### src/rtl/int_ctrl.sv
`default_nettype none
// ============================================================================
// Module   : int_ctrl
// Purpose  : Prioritised four-line interrupt controller. Raw request lines are
//            synchronised, and their rising edges are latched as pending
//            requests. An enable mask gates which lines may be served. A
//            registered irq is raised with a stable handler vector and held
//            until acknowledged. In-service levels are tracked so that only a
//            strictly higher priority can nest. reti unwinds one level.
//            Line 1 (bit 0) has the highest priority.
// Ports    : clk        - system clock, rising edge
//            reset      - asynchronous active-high reset, clears all state
//            int_in     - raw asynchronous request lines (bit 0 = line 1)
//            mask_we    - mask register load enable
//            mask_d     - new mask value (1 = line enabled)
//            mask_q     - current mask
//            irq        - registered interrupt request to the control unit
//            ack        - single-cycle acknowledge, honoured only while irq=1
//            vector     - handler address, valid while irq=1, else 0
//            reti       - single-cycle return-from-interrupt strobe
//            pending    - latched requests not yet acknowledged
//            in_service - levels currently being serviced
// Revision : 1.0 - initial release
// ============================================================================
module int_ctrl #(
    parameter int            AW   = 10,
    parameter logic [AW-1:0] VEC1 = 10'b1111111011,
    parameter logic [AW-1:0] VEC2 = 10'b1111111110,
    parameter logic [AW-1:0] VEC3 = 10'b1111111101,
    parameter logic [AW-1:0] VEC4 = 10'b1111111100
) (
    input  logic          clk,
    input  logic          reset,
    input  logic [3:0]    int_in,
    input  logic          mask_we,
    input  logic [3:0]    mask_d,
    output logic [3:0]    mask_q,
    output logic          irq,
    input  logic          ack,
    output logic [AW-1:0] vector,
    input  logic          reti,
    output logic [3:0]    pending,
    output logic [3:0]    in_service
);

    localparam logic [1:0] S_IDLE = 2'd0;
    localparam logic [1:0] S_REQ  = 2'd1;
    localparam logic [1:0] S_HOLD = 2'd2;

    // Synchroniser chain plus a history flop for edge detection
    logic [3:0]    r_s1, r_s2, r_h;
    logic [3:0]    r_mask, r_pending, r_in_service;
    logic [1:0]    r_state, w_state_next;
    logic          r_irq, w_irq_next;
    logic [AW-1:0] r_vector, w_vector_next;
    logic [1:0]    r_win, w_win_next;

    logic [3:0]    w_rise, w_eligible, w_win_onehot, w_is_lowest;
    logic [1:0]    w_win_idx;
    logic [2:0]    w_cur;
    logic          w_qualify, w_ack_take;
    logic [AW-1:0] w_vec_sel;

    assign w_rise       = r_s2 & ~r_h;
    assign w_eligible   = r_pending & r_mask;
    assign w_win_onehot = 4'b0001 << r_win;
    // Two's-complement trick isolates the lowest set bit (highest priority level)
    assign w_is_lowest  = r_in_service & (~r_in_service + 4'd1);
    assign w_ack_take   = (r_state == S_REQ) && ack;

    // Lowest-index eligible request; descending scan so the lowest index wins
    always_comb begin
        w_win_idx = 2'd0;
        for (int i = 3; i >= 0; i--) begin
            if (w_eligible[i]) w_win_idx = 2'(i);
        end
    end

    // Current service level; 4 means nothing is in service
    always_comb begin
        w_cur = 3'd4;
        for (int i = 3; i >= 0; i--) begin
            if (r_in_service[i]) w_cur = 3'(i);
        end
    end

    assign w_qualify = (|w_eligible) && ({1'b0, w_win_idx} < w_cur);

    always_comb begin
        case (w_win_idx)
            2'd0:    w_vec_sel = VEC1;
            2'd1:    w_vec_sel = VEC2;
            2'd2:    w_vec_sel = VEC3;
            default: w_vec_sel = VEC4;
        endcase
    end

    // Datapath: synchroniser, mask, pending and in-service tracking
    always_ff @(posedge clk or posedge reset) begin
        if (reset) begin
            r_s1         <= '0;
            r_s2         <= '0;
            r_h          <= '0;
            r_mask       <= '0;
            r_pending    <= '0;
            r_in_service <= '0;
        end else begin
            r_s1 <= int_in;
            r_s2 <= r_s1;
            r_h  <= r_s2;
            if (mask_we) r_mask <= mask_d;
            // A fresh rise on the line being acknowledged re-arms it
            r_pending <= (r_pending & ~(w_ack_take ? w_win_onehot : 4'b0000)) | w_rise;
            r_in_service <= (r_in_service & ~(reti ? w_is_lowest : 4'b0000))
                          | (w_ack_take ? w_win_onehot : 4'b0000);
        end
    end

    // FSM state register, together with the registered outputs it drives
    always_ff @(posedge clk or posedge reset) begin
        if (reset) begin
            r_state  <= S_IDLE;
            r_irq    <= 1'b0;
            r_vector <= '0;
            r_win    <= 2'd0;
        end else begin
            r_state  <= w_state_next;
            r_irq    <= w_irq_next;
            r_vector <= w_vector_next;
            r_win    <= w_win_next;
        end
    end

    // FSM next-state logic
    always_comb begin
        w_state_next = r_state;
        case (r_state)
            S_IDLE:  if (w_qualify) w_state_next = S_REQ;
            S_REQ:   if (ack) w_state_next = S_HOLD;
            S_HOLD:  w_state_next = S_IDLE;
            default: w_state_next = S_IDLE;
        endcase
    end

    // FSM output logic: vector and winner are frozen for the whole REQ phase
    always_comb begin
        w_irq_next    = r_irq;
        w_vector_next = r_vector;
        w_win_next    = r_win;
        case (r_state)
            S_IDLE: begin
                if (w_qualify) begin
                    w_irq_next    = 1'b1;
                    w_vector_next = w_vec_sel;
                    w_win_next    = w_win_idx;
                end
            end
            S_REQ: begin
                if (ack) begin
                    w_irq_next    = 1'b0;
                    w_vector_next = '0;
                end
            end
            default: begin
                // HOLD keeps irq low for one cycle so a request cannot be taken twice
                w_irq_next    = 1'b0;
                w_vector_next = '0;
            end
        endcase
    end

    assign mask_q     = r_mask;
    assign irq        = r_irq;
    assign vector     = r_vector;
    assign pending    = r_pending;
    assign in_service = r_in_service;

endmodule
`default_nettype wire

### config.mk
export PLATFORM = sky130hd
export DESIGN_NAME = int_ctrl
export DESIGN_NICKNAME = d
export VERILOG_FILES = /design/src/rtl/int_ctrl.sv
export SDC_FILE = /design/constraint.sdc
export NUM_CORES = 1
export LEC_CHECK = 0
export ABC_AREA = 1
export CORE_MARGIN = 5
export CORE_UTILIZATION = 45
export CTS_BUF_LIST = sky130_fd_sc_hd__clkbuf_8 sky130_fd_sc_hd__clkbuf_16
export CTS_CLUSTER_DIAMETER = 50
export DETAILED_ROUTE_END_ITERATION = 7
export PLACE_DENSITY = 0.8
export SLEW_MARGIN = 5
export SYNTH_ARGS = -nofsm -noshare
export SYNTH_HDL_FRONTEND = slang
export SYNTH_SLANG_ARGS = --single-unit
### constraint.sdc
create_clock -name clk -period 4.3 [get_ports clk]
set_clock_uncertainty 0.15 [all_clocks]
set_input_delay 0.86 -clock clk [delete_from_list [all_inputs] [get_ports clk]]
set_output_delay 0.86 -clock clk [all_outputs]
set_load 0.01 [all_outputs]
Word-level counts from Yosys, hierarchy flattened

Cells that the tools add are included.

Word-level logic and storage cells: 56
Output and inout bits: 23
Flip-flop bits (word level): 39
Bits of input ports: 13

Order comparisons: 1
Mux-type cells: 20
Equal/unequal tests: 5
Bitwise operators: 11
Add/sub/neg operators: 1
Reductions and logical operators: 7
Shift-type cells: 1

Operators with widths:

| kind                | count |
|---|---|
| $and 4x4->4         | 5 |
| $mux 10             | 2 |
| $pmux 10 s2         | 1 |
| $not 4->4           | 4 |
| $mux 2              | 6 |
| $mux 3              | 4 |
| $pmux 3 s3          | 1 |
| $mux 4              | 2 |
| $or 4x4->4          | 2 |
| $add 4x1->4 const B | 1 |
| $eq 2x1->1 const B  | 2 |
| $logic_not 2->1     | 2 |
| $ne 2x2->1 const B  | 2 |
| $pmux 2 s2          | 1 |
| $reduce_and 2->1    | 2 |
| $reduce_or 4->1     | 1 |
| $shl 1x2->4 const A | 1 |
| $lt 2x3->1          | 1 |
| $eq 2x2->1 const B  | 1 |
| $logic_and 1x1->1   | 2 |
| $mux 1              | 2 |
| $pmux 1 s2          | 1 |

Logic depth before layout (Yosys ltp)

Depth in word-level cells: 9
Gate-level depth with buffers: 12
Depth with buffers taken out: 12

Worst setup path before layout

No wires, ideal clock.

Path type: reg2reg
From: register r_pending[1] (netlist: pending[1])
To: register r_vector[1] (netlist: vector[1])
Period minus slack after synthesis: 1.721 ns
Cell stages (with the launch flop): 12
Data required time: 4.033 ns
Arrival: 1.453 ns
Setup time: 0.117 ns
Path slack: 2.579 ns
Path through: dfrtp_1 nand2_1 nand2_1 a21oi_1 ha_1 a21boi_1 nand2_2 nand2_1 nand2_1 nand2_2 nand2_1 nand2_1

Longest elaborated chain between the ends: 7
Elaborated cells on any way between the ends: 14

Ends and longest elaborated chain:

| element                                                                 | RTL line | source |
|---|---|---|
| from (decl)                                                             | 52       | `logic [3:0] r_mask, r_pending, r_in_service;` |
| from (signal assigned)                                                  | 113      | `r_pending <= (r_pending & ~(w_ack_take ? w_win_onehot : 4'b0000)) \| w_rise;` |
| $and 4x4->4 (*)                                                         | 65       | `assign w_eligible = r_pending & r_mask;` |
| $mux 2 (*) (2 in a row)                                                 | 75       | `if (w_eligible[i]) w_win_idx = 2'(i);` |
| via w_win_idx[1]                                                        | 59       | `logic [1:0] w_win_idx;` |
| $lt 2x3->1, or another cell as far along                                | 87       | `assign w_qualify = (\|w_eligible) && ({1'b0, w_win_idx} < w_cur);` |
| $logic_and 1x1->1 / $pmux 3 s3 (equally long branches)                  | 87, 90   |  |
| $ne 2x2->1 (no source line) / $mux 10 (equally long branches)           | -        |  |
| $reduce_and 2->1 (no source line) / $pmux 10 s2 (equally long branches) | -        |  |
| to (signal assigned)                                                    | 129      | `r_vector <= w_vector_next;` |
| to (decl)                                                               | 55       | `logic [AW-1:0] r_vector, w_vector_next;` |

Mark *: on every way through the listed nets, which the timed path passes. The rest lies on a longest branch. The select of a mux whose other input is x is not followed.
A chain may end at the register's enable or synchronous reset.

==> out/qor.csv <==
metric;value;unit
post-DP HPWL;1760;um
EDFF count, synth;0;
dominant cell by count in the synthesized netlist;dfrtp_1;
GR Util All Layers;12.6;%
count of antenna diodes in the layout;0;
setup violators final;0;
placer congestion estimate;0.787;
top post-synthesis cells by area;dfrtp_1 61%, nand2_1 6.2%, inv_1 5.0%;
Post-Route Utilization;62.4;%
most used flip-flop cell after synthesis;dfrtp_1;
clock latency of the later-clocked register in the worst-skew pair;0.27;ns
GR Util met3;6.93;%
area delta synth->final;34.4;%
clock tree from TritonCTS;done;
pre-CTS setup slack;1.93;ns
number of hold buffers added after cts;0;
count of unique library cells instantiated by Yosys;24;
Die Wd;63.1;um
critical path class;reg -> out;
# IOs;36;
Clock transition at path regs;0.06;ns
Core Area;2730;um2
smallest setup slack after layout;1.93;ns
actual transition at the worst max-transition pin;1.05;ns
FILL cells;211;
Critical Path Max Stage Delay;0.60;ns
Achievable Freq;0.422;GHz
pin count of the biggest net entering global routing;32;
worst voltage drop across the vdd grid;0.000482;V
deepest level of the CTS H-tree;2;
setup repair after global routing missed its margin;no;
Hold WC Path Type;reg -> reg;
IO Port Bufs;35;
total negative setup slack;0;ns
Routed WL per cell;12.4;um
number of max-slew violations in the final report;0;
Placement Rows;19;
hold violation count in the final report;0;
die height;63.1;um
worst-path cell with the longest stage delay;clkdlybuf4s50_1;
critical path cell sequence;clkdlybuf4s50_1;
number of violations of the max-capacitance limit;0;
worst slew slack as a fraction of its limit;29.3;%
crit-path max FO;11;
fraction of the yosys area taken by sequential cells;61.1;%
buffers and inverters on the worst path;1;
Final Cycle Share;55.2;%
cell type contributing the most total cell area after synthesis;dfrtp_1;
Num CTS Buffers;5;
CTS Root Cell;clkbuf_8;
count of instances resized after the clock tree is built;0;
Yosys warning count;0;
total of flip-flops plus latches after synthesis;31;
Starting Density;46.4;%
1st-pass router iterations;4;
dominant delay contributor by cell family on the critical path;buffers and inverters;
average via count per standard cell;4.79;
async set or reset register ratio after synthesis;100;%
top cells by count, synth;31 x dfrtp_1, 21 x nand2_1, 17 x inv_1;
CP startpoint kind;register;
count of clock tree sinks;31;
Bufs on Longest Clock Path;2;
number of antenna violations at the first check in global routing;0;
area share of the largest cell type after synthesis;61.1;%
fraction of final layout cells with drive strength greater than 1;16.0;%
post-synthesis instance area;1270;um2
initial detailed-routing violation count;13;
Power Density;649;nW/um2
final period demand of the worst path;2.37;ns
GR Util met2;21.0;%
# Post-CTS Setup Buffers;0;
post-synthesis net count;134;
final net count;169;
overall via count from detail_route;895;
global routing met1 resource utilization;13.8;%
synthesized netlist cell count;120;
leakage power total;0.826;nW
Die ar.;3980;um2
required time at the worst-slack endpoint;3.29;ns
overall overflow remaining after global route;0;
via count of the first global-routing pass;909;
detailed-route wire length;2330;um
syn_area_per_cell;10.6;um2
Antenna Violating Nets Remaining;0;
kind of capture point of the worst setup path;primary output;
total power;1.11;mW
first-pass GRT wire length;3950;um
data arrival time at the worst-slack endpoint;1.36;ns
outcome;finished clean;
DRC viols;0;
layer with the highest usage after global routing;met2;
## metrics by stage
step	instances	instance area, um2	hold WS (ns)
finish	187	1710	0.197
global route	187	1710	0.205
CTS	187	1710	0.199
detailed placement	179	1610	0.185
global placement	179	1610	0.182
floorplan	120	1270	0.181
## cells in the final DEF (no fill, tap or decap)
cell type and n:
dfrtp_1 31, nand3_1 1, a21oi_4 1, a21boi_1 1
nand3b_1 1, nand4_1 3, nand3_2 1, mux2_2 4
nand2_2 8, nor2_2 2, o22ai_1 3, o21bai_1 1
clkdlybuf4s50_1 35, ha_1 1, clkbuf_8 7, o21ai_0 3
nor3_1 4, a21o_1 1, a21o_2 1, a21oi_1 2
o21ai_1 2, inv_2 1, nand2_1 21, clkinv_1 1
inv_1 17, nor2_1 3
## worst paths after layout
check | cells after the start | slack (ns) | end | from
min in group asynchronous | 2 | 0.87 | in_service[0] | reset
min | 0 | 0.20 | r_s2[0] | r_s1[0]
max | 1 | 1.93 | irq | r_state[0]
min reg2reg | 0 | 0.20 | r_s2[0] | r_s1[0]
max in group asynchronous | 2 | 2.64 | r_s2[1] | reset
max reg2reg | 11 | 2.41 | vector[2] | pending[1]
## routing by layer
layer  wire (um)  share of wire, %  up-vias
met5           0                 0        -
met4           9              0.39        0
met3         211               9.1        2
met2        1180                51       41
met1         926                40      408
li1            -                 -      444
## kinds of logic (layout without fill, tap and decap cells)
kind of cell / count (synthesis) / count (layout) / share of synthesized area (%)
adder cells (fa/ha/maj): 1 / 1 / 0.986
AND/OR/NAND/NOR: 44 / 44 / 16.9
multiplexers: 4 / 4 / 3.55
flip-flops: 31 / 31 / 61.1
AO/OA/AOI/OAI: 15 / 15 / 7.99
buffers and inverters: 25 / 61 / 9.47
## state kept, by name, indices dropped and copies added, names as in the netlist
| register | cells |
|---|---|
| mask_q | 4 |
| r_s1 | 4 |
| in_service | 4 |
| vector | 3 |
| r_win | 2 |
| r_h | 4 |
| pending | 4 |
| r_state | 2 |
| r_s2 | 4 |
## power breakdown
| part | internal (mW) | switching, mW | leakage [nW] |
|---|---|---|---|
| clock network | 0.143 | 0.0945 | 0.0557 |
| registers | 0.354 | 0.0585 | 0.368 |
| logic | 0.229 | 0.227 | 0.402 |
| total | 0.727 | 0.380 | 0.826 |
## area by class of cell
type | instances | area, um2 | share of cell area, %
clock buffer | 7 | 96.3 | 5.65
timing repair buffer | 35 | 350 | 20.5
clock inverter | 1 | 3.75 | 0.220
tap | 31 | 38.8 | 2.27
sequential | 31 | 776 | 45.5
multi-input combinational | 64 | 373 | 21.9
inverter | 18 | 67.6 | 3.96
## worst register-to-register path, cell delays in order, from the launching register on
cell      delay, ns
dfrtp_1        0.40
nand2_1        0.11
nand2_1        0.08
a21oi_1        0.23
ha_1           0.27
a21boi_1       0.13
nand2_2        0.12
nand2_1        0.06
nand2_1        0.07
nand2_2        0.06
nand2_1        0.06
nand2_1        0.05
Power figures use the tool's default switching activity.
